File: src/rtl/uart_pkg.sv
// Shared UART definitions: line FSM states, frame constants and
// sizing helpers used by both the transmitter and the future receiver.
package uart_pkg;

    // Line-level frame phases; the receiver walks the same sequence.
    typedef enum logic [1:0] {
        IDLE  = 2'd0,
        START = 2'd1,
        DATA  = 2'd2,
        STOP  = 2'd3
    } uart_state_t;

    localparam int UART_DATA_BITS = 8;
    localparam int UART_IDX_W     = $clog2(UART_DATA_BITS);

    localparam logic [UART_IDX_W-1:0] UART_LAST_BIT =
        UART_IDX_W'(UART_DATA_BITS - 1);

    // Baud counter width: enough to hold CLKS_PER_BIT, never zero.
    function automatic int baud_cnt_width(input int clks_per_bit);
        int w;
        w = $clog2(clks_per_bit + 1);
        return (w < 1) ? 1 : w;
    endfunction

endpackage

File: src/rtl/uart_baud_gen.sv
// Bit-period timer: counts clocks within one bit and flags the last
// clock of the period so the FSM can advance on that edge.
module uart_baud_gen
    import uart_pkg::*;
#(
    parameter int CLKS_PER_BIT = 104
) (
    input  logic clk,
    input  logic reset,
    input  logic clear,
    output logic bit_end
);

    localparam int CNT_W = baud_cnt_width(CLKS_PER_BIT);

    localparam logic [CNT_W-1:0] LAST = CNT_W'(CLKS_PER_BIT - 1);

    logic [CNT_W-1:0] count;

    assign bit_end = (count == LAST);

    // Free-run 0..LAST and wrap; held at zero while the line is idle.
    always_ff @(posedge clk or posedge reset) begin
        if (reset) begin
            count <= '0;
        end else if (clear || bit_end) begin
            count <= '0;
        end else begin
            count <= count + CNT_W'(1);
        end
    end

endmodule

File: src/rtl/uart_tx.sv
// 8N1 UART transmitter: accepts one byte per tx_start while idle and
// shifts it out LSB first between a low start bit and a high stop bit.
module uart_tx
    import uart_pkg::*;
#(
    parameter int clk_freq  = 50_000_000,
    parameter int baud_rate = 9600
) (
    input  logic       clk,
    input  logic       reset,
    input  logic       tx_start,
    input  logic [7:0] data,
    output logic       tx_line,
    output logic       tx_busy,
    output logic       tx_done
);

    localparam int CLKS_PER_BIT = clk_freq / baud_rate;

    if (CLKS_PER_BIT < 1) begin : g_cfg_err
        $error("uart_tx: clk_freq/baud_rate must be at least 1");
    end

    uart_state_t state;
    uart_state_t state_n;

    logic [UART_DATA_BITS-1:0] shreg;
    logic [UART_DATA_BITS-1:0] shreg_n;
    logic [UART_IDX_W-1:0]     bit_idx;
    logic [UART_IDX_W-1:0]     bit_idx_n;

    logic line_n;
    logic busy_n;
    logic done_n;
    logic bit_end;
    logic baud_clear;

    // Timer restarts from zero on the accept edge because it is held
    // cleared for every cycle spent idle.
    assign baud_clear = (state == IDLE);

    uart_baud_gen #(
        .CLKS_PER_BIT(CLKS_PER_BIT)
    ) u_baud (
        .clk    (clk),
        .reset  (reset),
        .clear  (baud_clear),
        .bit_end(bit_end)
    );

    // State, shift register and all outputs are registered together.
    always_ff @(posedge clk or posedge reset) begin
        if (reset) begin
            state   <= IDLE;
            shreg   <= '0;
            bit_idx <= '0;
            tx_line <= 1'b1;
            tx_busy <= 1'b0;
            tx_done <= 1'b0;
        end else begin
            state   <= state_n;
            shreg   <= shreg_n;
            bit_idx <= bit_idx_n;
            tx_line <= line_n;
            tx_busy <= busy_n;
            tx_done <= done_n;
        end
    end

    // Next-state logic; the line is pre-loaded with the value for the
    // upcoming bit on the edge that ends the current one.
    always_comb begin
        state_n   = state;
        shreg_n   = shreg;
        bit_idx_n = bit_idx;
        line_n    = tx_line;
        busy_n    = tx_busy;
        done_n    = 1'b0;

        unique case (state)
            IDLE: begin
                line_n = 1'b1;
                busy_n = 1'b0;
                if (tx_start) begin
                    shreg_n   = data;
                    bit_idx_n = '0;
                    line_n    = 1'b0;
                    busy_n    = 1'b1;
                    state_n   = START;
                end
            end
            START: begin
                if (bit_end) begin
                    line_n  = shreg[0];
                    shreg_n = {1'b0, shreg[UART_DATA_BITS-1:1]};
                    state_n = DATA;
                end
            end
            DATA: begin
                if (bit_end) begin
                    if (bit_idx == UART_LAST_BIT) begin
                        line_n  = 1'b1;
                        state_n = STOP;
                    end else begin
                        line_n    = shreg[0];
                        shreg_n   = {1'b0, shreg[UART_DATA_BITS-1:1]};
                        bit_idx_n = bit_idx + UART_IDX_W'(1);
                    end
                end
            end
            STOP: begin
                if (bit_end) begin
                    busy_n  = 1'b0;
                    done_n  = 1'b1;
                    state_n = IDLE;
                end
            end
            default: begin
                state_n = IDLE;
                line_n  = 1'b1;
                busy_n  = 1'b0;
            end
        endcase
    end

endmodule

File: config.mk
export PLATFORM = sky130hd
export DESIGN_NAME = uart_tx
export DESIGN_NICKNAME = d
export VERILOG_FILES = /design/src/rtl/uart_pkg.sv /design/src/rtl/uart_baud_gen.sv /design/src/rtl/uart_tx.sv
export SDC_FILE = /design/constraint.sdc
export NUM_CORES = 1
export LEC_CHECK = 0
export BUFFER_PORTS_ARGS = -buffer_cell sky130_fd_sc_hd__buf_2
export CORE_ASPECT_RATIO = 1.5
export CORE_MARGIN = 1
export CORE_UTILIZATION = 33
export DETAILED_ROUTE_END_ITERATION = 12
export PLACE_DENSITY_LB_ADDON = 0.15
export SKIP_CTS_REPAIR_TIMING = 1
export SLEW_MARGIN = 30
export SYNTH_ARGS = -nofsm -noshare
export SYNTH_HDL_FRONTEND = slang
export SYNTH_SLANG_ARGS = --single-unit
File: constraint.sdc
create_clock -name clk -period 2.5 [get_ports clk]
set_input_delay 0.75 -clock clk [delete_from_list [all_inputs] [get_ports clk]]
set_output_delay 0.75 -clock clk [all_outputs]
set_load 0.005 [all_outputs]
# --- Yosys cells after proc, flatten, opt, wreduce, memory -nomap -nowiden ---
# Cells that the tools add are included.
word_totals:
  regBits: 29
  wordCells: 56
op_classes:
  n_addsub: 2
  eq_ne: 11
  muxes: 26
  reduce_logical: 10
ops:
  columns: ["cell", "count"]
  rows:
  - ["$mux 8", 4]
  - ["$pmux 8 s3", 1]
  - ["$add 13x1->13 const B", 1]
  - ["$eq 13x13->1 const B", 1]
  - ["$mux 13", 1]
  - ["$mux 2", 5]
  - ["$reduce_and 5->1", 2]
  - ["$mux 3", 3]
  - ["$mux 1", 8]
  - ["$pmux 2 s4", 1]
  - ["$ne 2x1->1 const B", 3]
  - ["$ne 2x2->1 const B", 3]
  - ["$pmux 3 s2", 1]
  - ["$eq 2x2->1 const B", 2]
  - ["$reduce_and 4->1", 1]
  - ["$reduce_bool 2->1", 2]
  - ["$add 3x1->3 const B", 1]
  - ["$eq 3x3->1 const B", 1]
  - ["$pmux 1 s3", 1]
  - ["$reduce_and 3->1", 1]
  - ["$reduce_bool 3->1", 1]
  - ["$eq 2x1->1 const B", 1]
  - ["$logic_not 2->1", 1]
  - ["$pmux 1 s2", 1]
  - ["other kinds (2)", 2]

# --- Longest topological paths before layout ---
logic_depth:
  depth_word: 4
  ltp_mapped: 7
  ltp_nobuf: 6

# --- Cells and area by module ---
# From an unflattened synthesis, not the netlist that was laid out.
hier_totals:
  hier_cells: 141
  area_unflattened_um2: 1582.8
by_module_without_submodules:
  columns: ["module", "instances", "cells_each", "area_each_um2", "seq_area_each_um2"]
  rows:
  - ["uart_tx", 1, 76, 927.1, 401.6]
  - ["uart_baud_gen", 1, 65, 655.6, 325.3]

# --- Worst setup path after synthesis ---
# OpenSTA, ideal clock, no wires.
synth_timing:
  path_kind: "flip-flop to flip-flop"
  from: "register u_baud.count[0]"
  to: "register shreg[0]"
  setup_time_ns: 0.125
  t_arrival_ns: 1.869
  required_time_ns: 2.375
  slack_ns: 0.506
  path_stages_with_launch: 7
  path_buffers: 1
  cell_sequence: "dfrtp_1 ha_1 nand4bb_1 or3_1 buf_2 a21oi_4 mux2_4"
synth_between:
  elab_chain_len: 3
  word_cells_on_any_way: 4
synth_lines:
  columns: ["element", "line", "source"]
  rows:
  - ["start: declaration", "uart_baud_gen.sv:18", "logic [CNT_W-1:0] count;"]
  - ["start signal: assignment", "uart_baud_gen.sv:29", "count <= count + CNT_W'(1);"]
  - ["$eq 13x13->1 (*)", "uart_baud_gen.sv:20", "assign bit_end = (count == LAST);"]
  - ["$ne 2x1->1 (no line)", null, null]
  - ["$reduce_and 5->1 (no line) (*)", null, null]
  - ["end signal: assignment", "uart_tx.sv:62", "shreg <= shreg_n;"]
  - ["end: declaration", "uart_tx.sv:27", "logic [UART_DATA_BITS-1:0] shreg;"]
# Every way passes the cells marked *; elsewhere a longest branch is shown, timed or not.
# A chain may end at the register's enable or synchronous reset.

# --- Final worst setup path ---
# Ends and elaborated chain as after synthesis.

==> summary by stage <==
Finish
Leaving out fill and tap cells, the most frequent cell in the layout is dfrtp_1. The proportion of layout cells with a drive suffix above 1 is 0.253. In the layout the commonest cells are 28 x dfrtp_1, 18 x nor2_1, 13 x buf_2.

The post-layout net count is 189. The filler-free cell count of the finished design is ~230. Relative to the synthesized area, the layout overhead comes to 15.2%. The number of antenna diodes in the final layout is 0.

STA
The headroom to the max-slew limit is 0.670. The final setup skew is between 6 and 7 ps. The count of final setup violators is 0. In the finished design, the share of the clock period the worst path needs comes to 0.858. Setup repair after global routing left no endpoint under its margin. The measured slew at the worst slew-check pin is 495 ps. In the final timing run, aggregate negative setup slack is 0 ps. Static timing analysis puts the maximum clock frequency at around 470 MHz. The minimum clock period after layout is around 2100 ps. The worst hold-check slack is between 400 and 500 ps. The number of failing hold endpoints at the final stage is 0. The number of max-slew violations in the final report is 0.

Power
The proportion of total power due to net switching is 0.213. For this design the ratio of total power to cell area is 500 nW/um^2. The part of the total power dissipated in sequential elements is 0.507. The maximum VDD drop is 256 uV. The clock network fraction of total power is 0.467.

The net load switching power is ~0.00020 W. The power share of the combinational group is 0.027. Summed over all cells, the static leakage comes to slightly above 0.8 nW. The internal power of the cells is around 0.00073 W.

Drt
After detailed routing, the number of remaining DRC violations is 0. The total via count in the routed design is 1115. The via-per-instance ratio is roughly 4.8. The iteration-0 DRC count of the detailed router is 35. In the final routed layout, each cell accounts on average for between 10 and 15 um.

The count of nets left with antenna violations once routing finished came out at 0. The routed wire length is just over 3000 um. The detailed-router iteration count before antenna repair is 4.

Yosys
The top cell type's share of synthesized area is 0.435. The number of warning messages in the yosys log is 0. In the synthesized netlist the dominant register cell turns out to be dfrtp_1. The share of the Yosys chip area taken by registers is 0.452.

By area the synthesized netlist is led by dfrtp_1 44%, mux2_4 7.5%, ha_1 7.0%. In this run, synthesis produced a sequential element count of 29. The average size of a mapped cell is about 11 um^2. The unique cell type count in the Yosys netlist is 34. In the synthesized netlist the async set-or-reset flop fraction comes to 1.00. The number of nets produced by synthesis is roughly 170. The largest total area in the synthesized netlist belongs to dfrtp_1.

The area of the mapped netlist is roughly 1600 um^2. The number of instances in the synthesized netlist is about 150. The number of enable flip-flop cells after synthesis is 0.

Critical path
Data on the critical path arrives at its endpoint at between 2000 and 2500 ps. The cell class contributing the biggest share of worst-path delay is simple AND/OR/NAND/NOR gates. Along the worst path, the maximum fanout reaches 8.

The endpoint of the worst register-to-register path is shreg[0]. The worst-case reg-to-reg path depth is 5. The critical path goes through ha_1, nand4bb_1, or3_1, a21oi_4, mux2_4. Counting both buffers and inverters, the worst setup path holds a total of 0. At the worst endpoint, the required time is 2660 ps. STA classifies the critical path endpoint as a flop. The category of the critical setup timing path is flop to flop. The maximum cell stage delay along the critical path is 510 ps. The master of the slowest instance on the critical path is or3_1.

The setup slack of the worst register-to-register path is ~350 ps. The kind of start point of the critical path is a flop. In this run the critical register-to-register path is launched from u_baud.count[0].

Placed design
The final HPWL from detailed placement is 2240 um. The number of input and output port buffers inserted is 13. The number of placed instances, taps included is around 230.

At the end of routability-driven placement, the weighted congestion stood at 0.817.

Status
The run finished with clean final reports.

Floorplanning
The total area inside the core boundary comes to approximately 4600 um^2. The die covers 5160 um^2. Measured along the x axis, the die boundary spans between 50 and 60 um. The number of top-level pins is 14. The floorplan step set the die height to just under 90 um. The initialized floorplan defines 30 standard-cell rows. The effective utilization at floorplan is 0.349.

CTS
The sink count of the clock tree is 29. The clock insertion delay at the later pin of the skew report is roughly 280 ps. The number of H-tree levels is 2. Clock-pin slew was measured on the worst setup and hold paths at around 60 ps. Counting along the longest clock path gives a buffer depth of 2. The TritonCTS clock tree is done.

Buffers inserted during clock tree synthesis total 5. The tree is rooted in a clkbuf_8.

GRT
The via count of the first global-routing pass was 1153. The initial antenna violation count is 0. Across every metal layer, demand over resource in global routing totals 0.140. The leftover overflow at the end of global routing is 0. The met1 track demand over resource in global routing is 0.156. For met2 alone, demand over resource in global routing was 0.249. The first global-routing pass estimated between 5000 and 6000 um of wire.

Entering global routing, the biggest net connects 30 pins. For this run, global-route usage on met3 was measured as 0.0312. The most used routing layer is met2.

Min path
The min-delay analysis places its worst path in the category flop to flop. In this run the most critical hold path is launched from u_baud.count[0]. For hold timing, the worst endpoint is u_baud.count[0]. The count of cells along the worst hold path is 1.

Flow run
Max-cap violations in this run came to 0.
-- sequential cells by signal (all words and copies together) (netlist names) --
| name | cells |
|---|---|
| bit_idx | 3 |
| shreg | 8 |
| state | 2 |
| tx_busy | 1 |
| tx_done | 1 |
| tx_line | 1 |
| u_baud.count | 13 |
-- final cells by class --
cell class | count | area [um^2]
Fill cell | 448 | 2760
Tap cell | 64 | 80.1
Clock inverter | 1 | 5.00
Timing Repair Buffer | 15 | 80.1
Multi-Input combinational cell | 109 | 832
Inverter | 9 | 33.8
Clock buffer | 7 | 96.3
Sequential cell | 29 | 727
-- logic make-up (layout without fill, tap and decap cells) --
logic type,count (synthesis),after routing,share of synthesized area
AO/OA/AOI/OAI,17,17,0.0754
buffers and inverters,13,32,0.0311
adder cells (fa/ha/maj),9,9,0.0700
XOR/XNOR,9,9,0.0490
AND/OR/NAND/NOR,56,56,0.180
flip-flops,29,29,0.452
multiplexers,18,18,0.143
-- power by group through the flow --
stage | clock network, W | registers, W | logic [W]
2_1_floorplan | 0 | 0.000478 | 0.0000136
3_3_place_gp | 0 | 0.000478 | 0.0000256
3_5_place_dp | 0 | 0.000478 | 0.0000266
4_1_cts | 0.000443 | 0.000469 | 0.0000267
5_1_grt | 0.000465 | 0.000469 | 0.0000292
6_report | 0.000432 | 0.000469 | 0.0000249
-- routing by layer --
layer | vias to the layer above | wire length, um
met5 | - | 0
met4 | 0 | 62
met3 | 7 | 74
met2 | 15 | 1590
met1 | 534 | 1300
li1 | 559 | -
-- synth_stat cells, drive strengths merged, types with 2 or more instances --
library cell  count
mux2             16
dfrtp            28
ha                9
o21ai             2
nand3             5
or3               2
nor2b             2
nor3              4
xnor2             7
nor4              2
nand4bb           3
nor2             18
nand2b            3
o211ai            2
clkbuf            3
inv               9
a31o              2
nand2            11
mux2i             2
nand4b            3
a21oi             7
xor2              2
-- worst reg2reg max path, stage by stage (launching register included) --
cell	delay (ps)
dfrtp_1	380
ha_1	260
nand4bb_1	140
or3_1	510
a21oi_4	410
mux2_4	340
-- how the worst max path moves through the flow --
stage,startpoint,to,slack [ps],depth (start not counted)
after floorplan,u_baud.count[0],shreg[0],510,6
after global placement,u_baud.count[0],shreg[3],390,5
after detailed placement,u_baud.count[0],shreg[1],350,5
after CTS,u_baud.count[0],shreg[0],340,5
after global routing,u_baud.count[0],shreg[0],250,5
final,u_baud.count[0],shreg[0],350,5
-- through the flow --
step	util	power [W]	instance area, um^2	setup slack [ps]
6_report	0.402	0.000927	1850	354
5_1_grt	0.402	0.000964	1850	248
4_1_cts	0.402	0.000939	1850	345
3_5_place_dp	0.380	0.000505	1750	353
3_3_place_gp	0.380	0.000504	1750	394
2_1_floorplan	-	0.000492	1610	506
Note: power is estimated with default switching activity, not from simulation.
